==> src/rtl/ikascc_waveram_sched.sv <==
// Wave RAM access scheduler: one single-port wave RAM shared by five sample-fetch
// channels and the CPU, one access per three enable edges (IDLE -> ADDR -> DATA).
module ikascc_waveram_sched #(
   parameter int SHARE_CH45 = 1
) (
   input  logic        i_EMUCLK,
   input  logic        i_RST,
   input  logic        i_MCLK_PCEN_n,
   input  logic [4:0]  i_CH_RQ,
   input  logic [24:0] i_CH_PTR,
   output logic [4:0]  o_CH_ACK,
   output logic [7:0]  o_CH_DATA,
   input  logic        i_CPU_RQ,
   input  logic        i_CPU_WR,
   input  logic [7:0]  i_CPU_ADDR,
   input  logic [7:0]  i_CPU_DI,
   output logic        o_CPU_ACK,
   output logic [7:0]  o_CPU_DO,
   output logic [7:0]  o_RAM_ADDR,
   output logic        o_RAM_WE,
   output logic [7:0]  o_RAM_DI,
   input  logic [7:0]  i_RAM_DO
);

   typedef enum logic [1:0] {ST_IDLE, ST_ADDR, ST_DATA} state_t;

   state_t     state, state_nxt;
   logic       en;
   logic [2:0] last_ch;
   logic       last_cpu;
   logic       cur_cpu;
   logic [2:0] cur_ch;
   logic       cur_oob;

   logic [4:0] ch_avail;
   logic       cpu_avail;
   logic       grant_cpu;
   logic       grant_ch;
   logic       ch_found;
   logic [2:0] ch_pick;
   logic [3:0] rr_idx;
   logic [4:0] ch_ptr;
   logic [2:0] ch_table;
   logic       cpu_oob;
   logic [7:0] cpu_addr_map;

   assign en = ~i_MCLK_PCEN_n;

   // A requester still showing its ack was served on the last DATA edge; skip it once.
   assign ch_avail  = i_CH_RQ & ~o_CH_ACK;
   assign cpu_avail = i_CPU_RQ & ~o_CPU_ACK;

   always_comb begin
      // NOTE: every always_comb output gets a default first so no path infers a latch.
      ch_found = 1'b0;
      ch_pick  = 3'd0;
      rr_idx   = 4'd0;
      for (int i = 1; i <= 5; i++) begin
         rr_idx = {1'b0, last_ch} + 4'(i);
         if (rr_idx >= 4'd5) rr_idx = rr_idx - 4'd5;
         if (!ch_found && ch_avail[rr_idx[2:0]]) begin
            ch_found = 1'b1;
            ch_pick  = rr_idx[2:0];
         end
      end
   end

   assign grant_cpu = (state == ST_IDLE) && cpu_avail && !(last_cpu && (|ch_avail));
   assign grant_ch  = (state == ST_IDLE) && !grant_cpu && ch_found;

   always_comb begin
      case (ch_pick)
         3'd0:    ch_ptr = i_CH_PTR[4:0];
         3'd1:    ch_ptr = i_CH_PTR[9:5];
         3'd2:    ch_ptr = i_CH_PTR[14:10];
         3'd3:    ch_ptr = i_CH_PTR[19:15];
         default: ch_ptr = i_CH_PTR[24:20];
      endcase
   end

   assign ch_table     = (SHARE_CH45 != 0 && ch_pick == 3'd4) ? 3'd3 : ch_pick;
   assign cpu_oob      = (i_CPU_ADDR >= 8'd160);
   assign cpu_addr_map = (SHARE_CH45 != 0 && i_CPU_ADDR >= 8'd128) ? (i_CPU_ADDR - 8'd32) : i_CPU_ADDR;

   always_ff @(posedge i_EMUCLK or posedge i_RST) begin
      // NOTE: sequential state uses non-blocking assignments so every register sees pre-edge values.
      if (i_RST)   state <= ST_IDLE;
      else if (en) state <= state_nxt;
   end

   always_comb begin
      state_nxt = state;
      case (state)
         ST_IDLE: if (grant_cpu || grant_ch) state_nxt = ST_ADDR;
         ST_ADDR: state_nxt = ST_DATA;
         ST_DATA: state_nxt = ST_IDLE;
         default: state_nxt = ST_IDLE;
      endcase
   end

   always_ff @(posedge i_EMUCLK or posedge i_RST) begin
      if (i_RST) begin
         o_CH_ACK   <= 5'd0;
         o_CPU_ACK  <= 1'b0;
         o_CH_DATA  <= 8'd0;
         o_CPU_DO   <= 8'd0;
         o_RAM_ADDR <= 8'd0;
         o_RAM_WE   <= 1'b0;
         o_RAM_DI   <= 8'd0;
         last_ch    <= 3'd4;
         last_cpu   <= 1'b0;
         cur_cpu    <= 1'b0;
         cur_ch     <= 3'd0;
         cur_oob    <= 1'b0;
      end else if (en) begin
         o_CH_ACK  <= 5'd0;
         o_CPU_ACK <= 1'b0;
         case (state)
            ST_IDLE: begin
               if (grant_cpu) begin
                  cur_cpu  <= 1'b1;
                  cur_oob  <= cpu_oob;
                  last_cpu <= 1'b1;
                  if (!cpu_oob) o_RAM_ADDR <= cpu_addr_map;
                  if (i_CPU_WR && !cpu_oob) begin
                     o_RAM_WE <= 1'b1;
                     o_RAM_DI <= i_CPU_DI;
                  end
               end else if (grant_ch) begin
                  cur_cpu    <= 1'b0;
                  cur_ch     <= ch_pick;
                  last_ch    <= ch_pick;
                  last_cpu   <= 1'b0;
                  o_RAM_ADDR <= {ch_table, ch_ptr};
               end
            end
            ST_ADDR: o_RAM_WE <= 1'b0;
            ST_DATA: begin
               if (cur_cpu) begin
                  o_CPU_ACK <= 1'b1;
                  o_CPU_DO  <= cur_oob ? 8'hFF : i_RAM_DO;
               end else begin
                  o_CH_ACK  <= 5'd1 << cur_ch;
                  o_CH_DATA <= i_RAM_DO;
               end
            end
            default: ;
         endcase
      end
   end

endmodule

==> config.mk <==
export PLATFORM = sky130hd
export DESIGN_NAME = ikascc_waveram_sched
export DESIGN_NICKNAME = d
export VERILOG_FILES = /design/src/rtl/ikascc_waveram_sched.sv
export SDC_FILE = /design/constraint.sdc
export NUM_CORES = 1
export LEC_CHECK = 0
export CAP_MARGIN = 20
export CELL_PAD_IN_SITES_DETAIL_PLACEMENT = 0
export CELL_PAD_IN_SITES_GLOBAL_PLACEMENT = 1
export CORE_ASPECT_RATIO = 0.5
export CORE_MARGIN = 2
export CORE_UTILIZATION = 35
export DETAILED_ROUTE_END_ITERATION = 12
export PLACE_DENSITY_LB_ADDON = 0.1
export RECOVER_POWER = 100
export SETUP_SLACK_MARGIN = 0.15
export SLEW_MARGIN = 20
export SYNTH_ARGS = -nofsm -noshare
export SYNTH_HDL_FRONTEND = slang
export SYNTH_SLANG_ARGS = --single-unit
==> constraint.sdc <==
create_clock -name i_EMUCLK -period 9.6 [get_ports i_EMUCLK]
set_input_delay 0.96 -clock i_EMUCLK [delete_from_list [all_inputs] [get_ports i_EMUCLK]]
set_output_delay 0.96 -clock i_EMUCLK [all_outputs]
set_load 0.05 [all_outputs]
# Yosys cells after proc, flatten, opt, wreduce, memory -nomap -nowiden
# Index checks and enable logic that the tools add are counted.
# totals
register_bits	49
latch_bits	0
mem_bits_rw	0
romBits	0
in_bits	59
output_inout_bits	39
wordCells	128
mem_count	0
# classes
add_sub_neg	11
n_mul	0
div	0
magnitude_cmp	12
eq_ne	10
shifts	1
muxes	43
bitwise	7
reduce_logical	32
# ops
cell	n
$mux 8	5
$mux 3	11
$ge 4x3->1 const B	5
$lt 3x4->1 const B	5
$pmux 5 s4	1
$ge 8x8->1 const B	2
$mux 1	16
$reduce_and 4->1	4
$bmux 1 s3	5
$sub 3x3->3 const B	5
$reduce_and 3->1	4
$logic_and 1x1->1	10
$mux 5	2
$add 3x2->4 const B	2
$add 3x3->4 const B	2
$sub 8x6->8 const B	1
$logic_not 1->1	7
$eq 3x2->1 const B	2
$and 5x5->5	1
$not 5->5	1
$reduce_or 5->1	1
$shl 1x3->5 const A	1
$add 3x1->4 const B	1
$ne 2x1->1 const B	2
other kinds (15)	20

# Depth between registers and ports, before layout
# Gate-level depths: netlist of run 1.
# depth
ltp_word	22
depth_mapped	17
ltp_nobuf	14

# Worst setup path after synthesis of run 1
# No wires, ideal clock.
# synth_path
path_type	register to register
startpoint	register last_ch[0]
endpoint	register o_RAM_ADDR[0]
setup_ns	0.121
arrival_ns	3.570
t_required_ns	9.479
setup_slack_ns	5.909
path_stages_with_launch	17
path_buffers	4
synth_period_minus_slack_ns	3.691
path_cell_list	dfrtp_1 -> buf_4 -> inv_2 -> buf_6 -> ha_1 -> ha_1 -> clkbuf_1 -> a21boi_2 -> mux2i_1 -> a22oi_1 -> o21ai_1 -> o311ai_1 -> o22ai_2 -> buf_4 -> mux2_2 -> a2bb2oi_1 -> a22o_1
# synth_via
elab_chain_len	22
elab_cells_between_ends	58
cone_classes	add/sub: 10; order compare: 5; eq/ne: 3; mux: 28; reduce/logical: 12
# synth_lines
item	line_no	text
from (decl)	29	logic [2:0] last_ch;
from (signal assigned)	132	last_ch <= ch_pick;
$add 3x1->4	59	rr_idx = {1'b0, last_ch} + 4'(i);
$ge 4x3->1 / $sub 3x3->3 (equally long branches)	60	if (rr_idx >= 4'd5) rr_idx = rr_idx - 4'd5;
$mux 3	60	
$bmux 1 s3	61	if (!ch_found && ch_avail[rr_idx[2:0]]) begin
$mux 1 (not written as such)	61	
$mux 1	61	
$logic_not 1->1	61	
$logic_and 1x1->1	61	
[... 6 more ...]	-	
$mux 1	61	
$logic_not 1->1	61	
$logic_and 1x1->1	61	
$mux 3	61	
$eq 3x2->1, or another cell as far along	72	case (ch_pick)
$pmux 5 s4	72	
$mux 8	129	end else if (grant_ch) begin
$mux 8	120	if (grant_cpu) begin
to (signal assigned)	124	if (!cpu_oob) o_RAM_ADDR <= cpu_addr_map;
to (signal assigned)	134	o_RAM_ADDR <= {ch_table, ch_ptr};
to (decl)	19	output logic [7:0] o_RAM_ADDR,
# Several ways; a longest one is shown, not always the timed one. The select of a mux whose other input is x is not followed.
# A chain may end at the register's enable or synchronous reset.

# Worst setup path in the final report of run 1
# layout_path
startpoint	register last_ch[0]
endpoint	register o_RAM_ADDR[2]
# The elaborated chain is that of the path after synthesis.

==> insert_results.sql, run 1 <==
INSERT INTO impl_metrics (metric_group, metric, value, unit) VALUES
('run', 'drv_cap', '2', ''),
('yosys', 'main_synth_ff_type', 'sky130_fd_sc_hd__dfrtp_1', ''),
('detailed_routing', 'vias', '3131', ''),
('layout', 'nFillCells', '924', ''),
('yosys', 'synth-seq-cells', '47', ''),
('clock_network', 'post-cts-setup-buffer-count', '0', ''),
('timing', 'finalHoldViolations', '0', ''),
('floorplanning', 'core', '9450', 'sq um'),
('grt', 'grt_util_all_layers', '19.7', '%'),
('grt', 'global_route.overflow_total', '0', ''),
('timing', 'drv_slew', '47', ''),
('yosys', 'synthDominantCellAreaShare', '33.9', '%'),
('detailed_routing', 'remaining_antenna_violation_count', '0', ''),
('yosys', 'synth_cells', '349', ''),
('outcome', 'failing_checks', 'capacitance limit, slew limit', ''),
('clock_network', 'clock_tree.buffer_depth', '2', ''),
('floorplanning', 'fp.dieW', '143', 'microns'),
('layout', 'area_added_between_synthesis_and_finish', '35.9', '%'),
('timing', 'clock_skew', '0.00724', 'ns'),
('clock_network', 'cts_resized', '0', ''),
('detailed_routing', 'routed_wire_length_per_instance', '17.6', 'microns'),
('layout', 'drive_gt1_share', '10.6', '%'),
('worst_hold_path', 'holdCritPathClass', 'flip-flop to flip-flop', ''),
('grt', 'pin_count_of_the_biggest_net_entering_global_routing', '48', ''),
('floorplanning', 'floorplan.die.height', '73.7', 'microns'),
('layout', 'total_nets_final', '513', ''),
('placed_design', 'detailedPlacementHpwl', '7740', 'microns'),
('clock_network', 'cts-htree-levels', '2', ''),
('detailed_routing', 'post-route-drc-count', '0', ''),
('yosys', 'mappedNetlistArea', '3400', 'sq um'),
('detailed_routing', 'wl_met3', '623', 'microns'),
('placed_design', 'place_worst_setup_slack', '4.93', 'ns'),
('critical_path', 'ff2ff_path_depth', '12', ''),
('layout', 'antennaDiodeCount', '0', ''),
('placed_design', 'port-buffer-count', '97', ''),
('floorplanning', 'row_count', '25', ''),
('yosys', 'post_synth_main_area_contributors', 'sky130_fd_sc_hd__dfrtp_1 34%, sky130_fd_sc_hd__mux2_2 7.0%, sky130_fd_sc_hd__ha_1 4.4%', ''),
('yosys', 'yosys.cell_types.count', '76', ''),
('layout', 'layout.area.seq', '1180', 'sq um'),
('timing', 'final_min_period_over_clock_period', '60.4', '%'),
('detailed_routing', 'detail_route.vias_per_cell', '5.43', ''),
('clock_network', 'clk-insertion-delay-late', '0.29', 'ns'),
('floorplanning', 'pin_count', '98', ''),
('detailed_routing', 'wl_met2', '4660', 'microns'),
('yosys', 'synth-xor-area-share', '1.29', '%'),
('yosys', 'synth.yosys.warnings', '0', ''),
('clock_network', 'clock_sinks', '47', ''),
('placed_design', 'gpl.final_weighted_congestion', '0.886', ''),
('layout', 'design_area', '4620', 'sq um'),
('timing', 'worst_slew_pin_slew', '2.13', 'ns'),
('yosys', 'post_syn_area_per_cell', '9.74', 'sq um'),
('timing', 'final.setup.worst_slack', '3.80', 'ns'),
('floorplanning', 'initial_core_util', '36.0', '%'),
('yosys', 'syn-num-nets', '421', ''),
('clock_network', 'clk_pin_slew', '0.07', 'ns'),
('grt', 'first_global_vias', '3171', ''),
('timing', 'fin_tns_setup', '0', 'ns'),
('critical_path', 'critPathMaxFanout', '20', ''),
('critical_path', 'endpoint_kind', 'flip-flop', ''),
('grt', 'grt_first_pass_wirelength', '16100', 'microns'),
('power_and_ir_drop', 'irDropWorstVdd', '0.228', 'mV'),
('clock_network', 'tritoncts', 'yes', ''),
('yosys', 'post_synth_simple_gate_area', '20.4', '%'),
('layout', 'top_library_cells_by_usage_in_the_layout_fill_and_taps_aside', '55 x sky130_fd_sc_hd__clkdlybuf4s50_1, 46 x sky130_fd_sc_hd__dfrtp_1, 42 x sky130_fd_sc_hd__dlygate4sd3_1, 28 x sky130_fd_sc_hd__a21oi_1, 24 x sky130_fd_sc_hd__nor2_1', ''),
('yosys', 'synth_enable_flop_cells', '0', ''),
('detailed_routing', 'routed_wl', '10100', 'microns'),
('detailed_routing', 'top_layer_used', 'met4', ''),
('yosys', 'ys_seq_area_share', '34.6', '%'),
('yosys', 'synth_mux_area_share', '11.4', '%'),
('worst_hold_path', 'min_delay_path_depth', '1', ''),
('outcome', 'status', 'finished with violations', '');
==> metrics by stage <==
| step | total power [W] | util (%) | std cells |
|---|---|---|---|
| after global routing | 0.00206 | 48.9 | 577 |
| after global placement | 0.00176 | 47.4 | 567 |
| final | 0.00193 | 48.9 | 577 |
| after floorplan | 0.00142 | - | 349 |
| after CTS | 0.00197 | 49.2 | 576 |
| after detailed placement | 0.00179 | 47.6 | 568 |
==> layout make-up <==
| type | count | area share [%] |
|---|---|---|
| clock buffer | 5 | 2.71 |
| sequential | 47 | 25.5 |
| clock inverter | 3 | 0.488 |
| timing repair buffer | 100 | 21.3 |
| inverter | 12 | 0.975 |
| multi-input combinational | 275 | 45.3 |
| tap | 135 | 3.66 |
==> critical path, stage by stage (launching register included) <==
cell	delay, ns
sky130_fd_sc_hd__dfrtp_1	0.77
sky130_fd_sc_hd__inv_1	0.48
sky130_fd_sc_hd__ha_1	0.83
sky130_fd_sc_hd__inv_1	0.21
sky130_fd_sc_hd__and2_0	0.21
sky130_fd_sc_hd__mux2i_1	0.15
sky130_fd_sc_hd__a22oi_1	0.12
sky130_fd_sc_hd__o21ai_0	0.76
sky130_fd_sc_hd__o311ai_0	0.32
sky130_fd_sc_hd__o22ai_1	1.06
sky130_fd_sc_hd__mux2_2	0.43
sky130_fd_sc_hd__a2bb2oi_1	0.13
sky130_fd_sc_hd__a22o_1	0.20
==> power by group <==
| group | internal (W) | switching (W) |
|---|---|---|
| registers | 0.000283 | 0.0000711 |
| logic | 0.000548 | 0.000852 |
| clock network | 0.0000979 | 0.0000764 |
| total | 0.000929 | 0.000999 |
==> logic make-up after synthesis <==
| logic type | count (synthesis) |
|---|---|
| xor+xnor | 5 |
| simple gates | 113 |
| mux | 36 |
| compound gates | 108 |
| flops | 47 |
| buf+inv | 27 |
| fa+ha+maj | 13 |
==> sequential cells by signal, summed over array words and instances, names as in the netlist <==
name	count
o_RAM_DI	8
state	2
o_CH_ACK	5
o_RAM_ADDR	8
cur_ch	1
cur_cpu	1
o_CH_DATA	8
o_CPU_ACK	1
cur_oob	1
o_CPU_DO	8
last_ch	3
o_RAM_WE	1
==> cells in the mapped netlist, types with 3 or more instances <==
cell type,number
sky130_fd_sc_hd__dfrtp_1,46
sky130_fd_sc_hd__a21oi_1,28
sky130_fd_sc_hd__nor2_1,24
sky130_fd_sc_hd__mux2_2,21
sky130_fd_sc_hd__mux2i_1,15
sky130_fd_sc_hd__nand2_1,14
sky130_fd_sc_hd__o21ai_0,14
sky130_fd_sc_hd__ha_1,12
sky130_fd_sc_hd__nand3_1,11
sky130_fd_sc_hd__a22o_1,10
sky130_fd_sc_hd__inv_1,10
sky130_fd_sc_hd__clkbuf_1,9
sky130_fd_sc_hd__nand2b_1,8
sky130_fd_sc_hd__nor3_1,8
sky130_fd_sc_hd__nor2b_1,7
sky130_fd_sc_hd__o31ai_1,7
sky130_fd_sc_hd__a2bb2oi_1,5
sky130_fd_sc_hd__o211ai_1,5
sky130_fd_sc_hd__a21o_1,4
sky130_fd_sc_hd__and2_1,4
sky130_fd_sc_hd__nand4_1,4
sky130_fd_sc_hd__o21a_1,4
sky130_fd_sc_hd__a211o_1,3
sky130_fd_sc_hd__and3_1,3
sky130_fd_sc_hd__buf_4,3
sky130_fd_sc_hd__nor4_1,3
sky130_fd_sc_hd__nor4b_1,3
sky130_fd_sc_hd__o21ai_1,3
sky130_fd_sc_hd__or3_1,3
sky130_fd_sc_hd__xor2_1,3
==> path summary, 6_finish.rpt <==
kind	slack (ns)	startpoint	end
max	3.80	last_ch[0]	o_RAM_ADDR[2]
min reg2reg	0.48	o_RAM_WE	o_RAM_WE
min in group asynchronous	1.12	i_RST	o_RAM_DI[2]
max reg2reg	3.80	last_ch[0]	o_RAM_ADDR[2]
min	0.48	o_RAM_WE	o_RAM_WE
max in group asynchronous	6.36	i_RST	state[1]
==> layer usage <==
metal	GRT usage [%]	vias up
met1	25.9	1532
met4	5.45	0
met3	5.41	10
li1	-	1494
met2	32.3	95
met5	0	-
Power figures use the tool's default switching activity.
==> inputs of run 2 (changes only) <==
- CORE_UTILIZATION: 35 -> 33
- clock period: 9.6 -> 4.9 ns (I/O delays scaled with it)
==> run 2 against run 1 <==
Compared with the run above:
- the run still ends with capacitance limit, slew limit left
- routed wire length increased by 2.9%
- combinational power grew 100%
- sequential power rose by 87%
- worst hold slack improved by 0.0045 ns
- non-clock buffer count increased by 6
- sequential cell count is the same
- register-to-register slack got worse by 3.3 ns
- clock power up 100%
- clock skew shrank 0.0022 ns
==> insert_results.sql, run 2 (synthesized netlist as in run 1, its figures left out) <==
INSERT INTO impl_metrics (metric_group, metric, value, unit) VALUES
('timing', 'report.final.setup_viol', '0', ''),
('timing', 'max-slew-margin-rel', '-39.5', '%'),
('timing', 'grt_setup_unrepaired', 'no', ''),
('timing', 'post-route-min-period', '4.37', 'ns'),
('placed_design', 'port-buffer-count', '97', ''),
('timing', 'worst_slew_pin_slew', '2.08', 'ns'),
('critical_path', 'timing.critical_path.from_type', 'flip-flop', ''),
('critical_path', 'cpPeakStageDelay', '0.50', 'ns'),
('clock_network', 'clock_tree.buffer_depth', '2', ''),
('layout', 'layout.area.seq', '1180', 'sq um'),
('critical_path', 'endpoint_kind', 'flip-flop', ''),
('floorplanning', 'initial_core_util', '33.6', '%'),
('critical_path', 'critPathMaxFanout', '15', ''),
('grt', 'global_route.overflow_total', '0', ''),
('clock_network', 'cts-hold-fix-buffers', '0', ''),
('detailed_routing', 'remaining_antenna_violation_count', '0', ''),
('grt', 'grt_util_all_layers', '19.0', '%'),
('critical_path', 'critPathSlowestCell', 'sky130_fd_sc_hd__a21boi_0', ''),
('grt', 'first_global_vias', '3260', ''),
('detailed_routing', 'vias', '3177', ''),
('power_and_ir_drop', 'power.static_leakage', '1.99', 'nW'),
('power_and_ir_drop', 'power-per-cell-area', '820', 'nW/um^2'),
('clock_network', 'cts_made_buffers', '5', ''),
('clock_network', 'cts_resized', '0', ''),
('detailed_routing', 'routed_wire_length_per_instance', '17.7', 'microns'),
('worst_hold_path', 'holdCritPathClass', 'flip-flop to flip-flop', ''),
('critical_path', 'critical_path.n_buffers_inverters', '4', ''),
('placed_design', 'place.detailed.instances', '580', ''),
('layout', 'layoutNonFillerInstCount', '588', ''),
('grt', 'grt_first_pass_wirelength', '16700', 'microns'),
('placed_design', 'detailedPlacementHpwl', '8100', 'microns'),
('clock_network', 'clk_pin_slew', '0.07', 'ns'),
('timing', 'clock_skew', '0.00509', 'ns'),
('timing', 'timing.fmax', '229', 'MHz'),
('outcome', 'status', 'finished with violations', ''),
('critical_path', 'worst_ep_required_time', '5.07', 'ns'),
('clock_network', 'clk-insertion-delay-late', '0.29', 'ns'),
('timing', 'drv_slew', '48', ''),
('floorplanning', 'pin_count', '98', ''),
('detailed_routing', 'routed_wl', '10400', 'microns'),
('floorplanning', 'row_count', '26', ''),
('timing', 'fin_worst_hold_slack', '0.481', 'ns'),
('critical_path', 'crit_path_cell_trace', 'inv_2 > ha_1 > inv_1 > fa_1 > clkinv_1 > a211o_1 > a32o_1 > a21boi_0 > nand2_1 > o41a_1 > o22ai_2 > clkbuf_1 > mux2i_1 > a2bb2oi_1 > a22o_1', ''),
('placed_design', 'gpl.final_weighted_congestion', '1.01', ''),
('clock_network', 'ctsRootBufferMaster', 'sky130_fd_sc_hd__clkbuf_16', ''),
('critical_path', 'worst_path_dominant_cell_family', 'compound AO/OA/AOI/OAI gates', ''),
('placed_design', 'placed_cell_area', '4550', 'sq um'),
('layout', 'multi_input_comb_area', '2110', 'sq um'),
('layout', 'area_added_between_synthesis_and_finish', '37.6', '%'),
('detailed_routing', 'post-route-drc-count', '0', ''),
('floorplanning', 'dieArea', '11200', 'sq um'),
('timing', 'fin_tns_setup', '0', 'ns'),
('layout', 'antennaDiodeCount', '0', ''),
('clock_network', 'clock_sinks', '47', ''),
('critical_path', 'criticalPathCategory', 'flip-flop to flip-flop', ''),
('floorplanning', 'core', '10100', 'sq um'),
('floorplanning', 'fp.dieW', '148', 'microns'),
('power_and_ir_drop', 'irDropWorstVdd', '0.350', 'mV'),
('clock_network', 'cts-htree-levels', '2', ''),
('timing', 'finalHoldViolations', '0', ''),
('layout', 'drive_gt1_share', '12.3', '%'),
('run', 'drv_cap', '1', ''),
('layout', 'nFillCells', '953', ''),
('grt', 'pin_count_of_the_biggest_net_entering_global_routing', '48', ''),
('grt', 'initial_antenna_violation_count', '0', ''),
('detailed_routing', 'detailedRoute.firstPassIterationCount', '5', ''),
('clock_network', 'post-cts-setup-buffer-count', '0', ''),
('layout', 'post-route-util', '46.2', '%'),
('layout', 'design_area', '4680', 'sq um'),
('detailed_routing', 'detail_route.vias_per_cell', '5.40', ''),
('critical_path', 'arrival', '4.54', 'ns'),
('clock_network', 'tritoncts', 'yes', ''),
('layout', 'total_nets_final', '519', ''),
('timing', 'final_min_period_over_clock_period', '89.2', '%'),
('floorplanning', 'floorplan.die.height', '75.8', 'microns'),
('layout', 'top_library_cells_by_usage_in_the_layout_fill_and_taps_aside', '55 x sky130_fd_sc_hd__clkdlybuf4s50_1, 46 x sky130_fd_sc_hd__dfrtp_1, 42 x sky130_fd_sc_hd__dlygate4sd3_1, 28 x sky130_fd_sc_hd__a21oi_1, 24 x sky130_fd_sc_hd__nor2_1', ''),
('detailed_routing', 'dr_iter_0_viols', '193', ''),
('layout', 'layout.cells.most_common', 'sky130_fd_sc_hd__clkdlybuf4s50_1', ''),
('outcome', 'failing_checks', 'capacitance limit, slew limit', '');
run 2: changes by cell type in the layout (fill, tap and decap cells not counted), sizes merged:
cell      delta
clkinvlp     +1
clkbuf       +5
buf          +3
inv          -3
run 2: final timing paths:
check,slack [ns],depth (start not counted),from,to
min in group asynchronous,1.19,2,i_RST,o_RAM_DI[2]
max in group asynchronous,2.75,2,i_RST,o_CPU_ACK
min reg2reg,0.48,1,o_RAM_WE,o_RAM_WE
max reg2reg,0.53,15,last_ch[0],o_RAM_ADDR[3]
min,0.48,1,o_RAM_WE,o_RAM_WE
max,0.53,15,last_ch[0],o_RAM_ADDR[3]
run 2: cell type report:
class	instances	area share, %
multi-input combinational	275	45.0
sequential	47	25.2
timing repair buffer	106	21.8
tap	140	3.75
clock buffer	7	3.05
inverter	12	0.990
clock inverter	1	0.187
run 2: per-layer routing:
metal  routed length (microns)  vias to the layer above  track usage (%)
met3                       786                       21             5.09
met2                      4960                      142             32.1
met1                      4490                     1503             24.2
li1                          -                     1511                -
met5                         0                        -                0
met4                       187                        0             6.30
run 2: where the power goes:
part | leakage [nW] | total, W | switching (W) | internal [W]
clock | 0.0741 | 0.000351 | 0.000147 | 0.000204
sequential | 0.583 | 0.000662 | 0.000107 | 0.000555
combinational | 1.33 | 0.00282 | 0.00171 | 0.00111
run 2: through the flow:
stage / total power (W) / setup WS, ns
3_3_place_gp: 0.00352 / 0.934
4_1_cts: 0.00392 / 0.767
6_report: 0.00383 / 0.528
5_1_grt: 0.00411 / 0.298
2_1_floorplan: 0.00278 / 1.21
3_5_place_dp: 0.00355 / 0.777
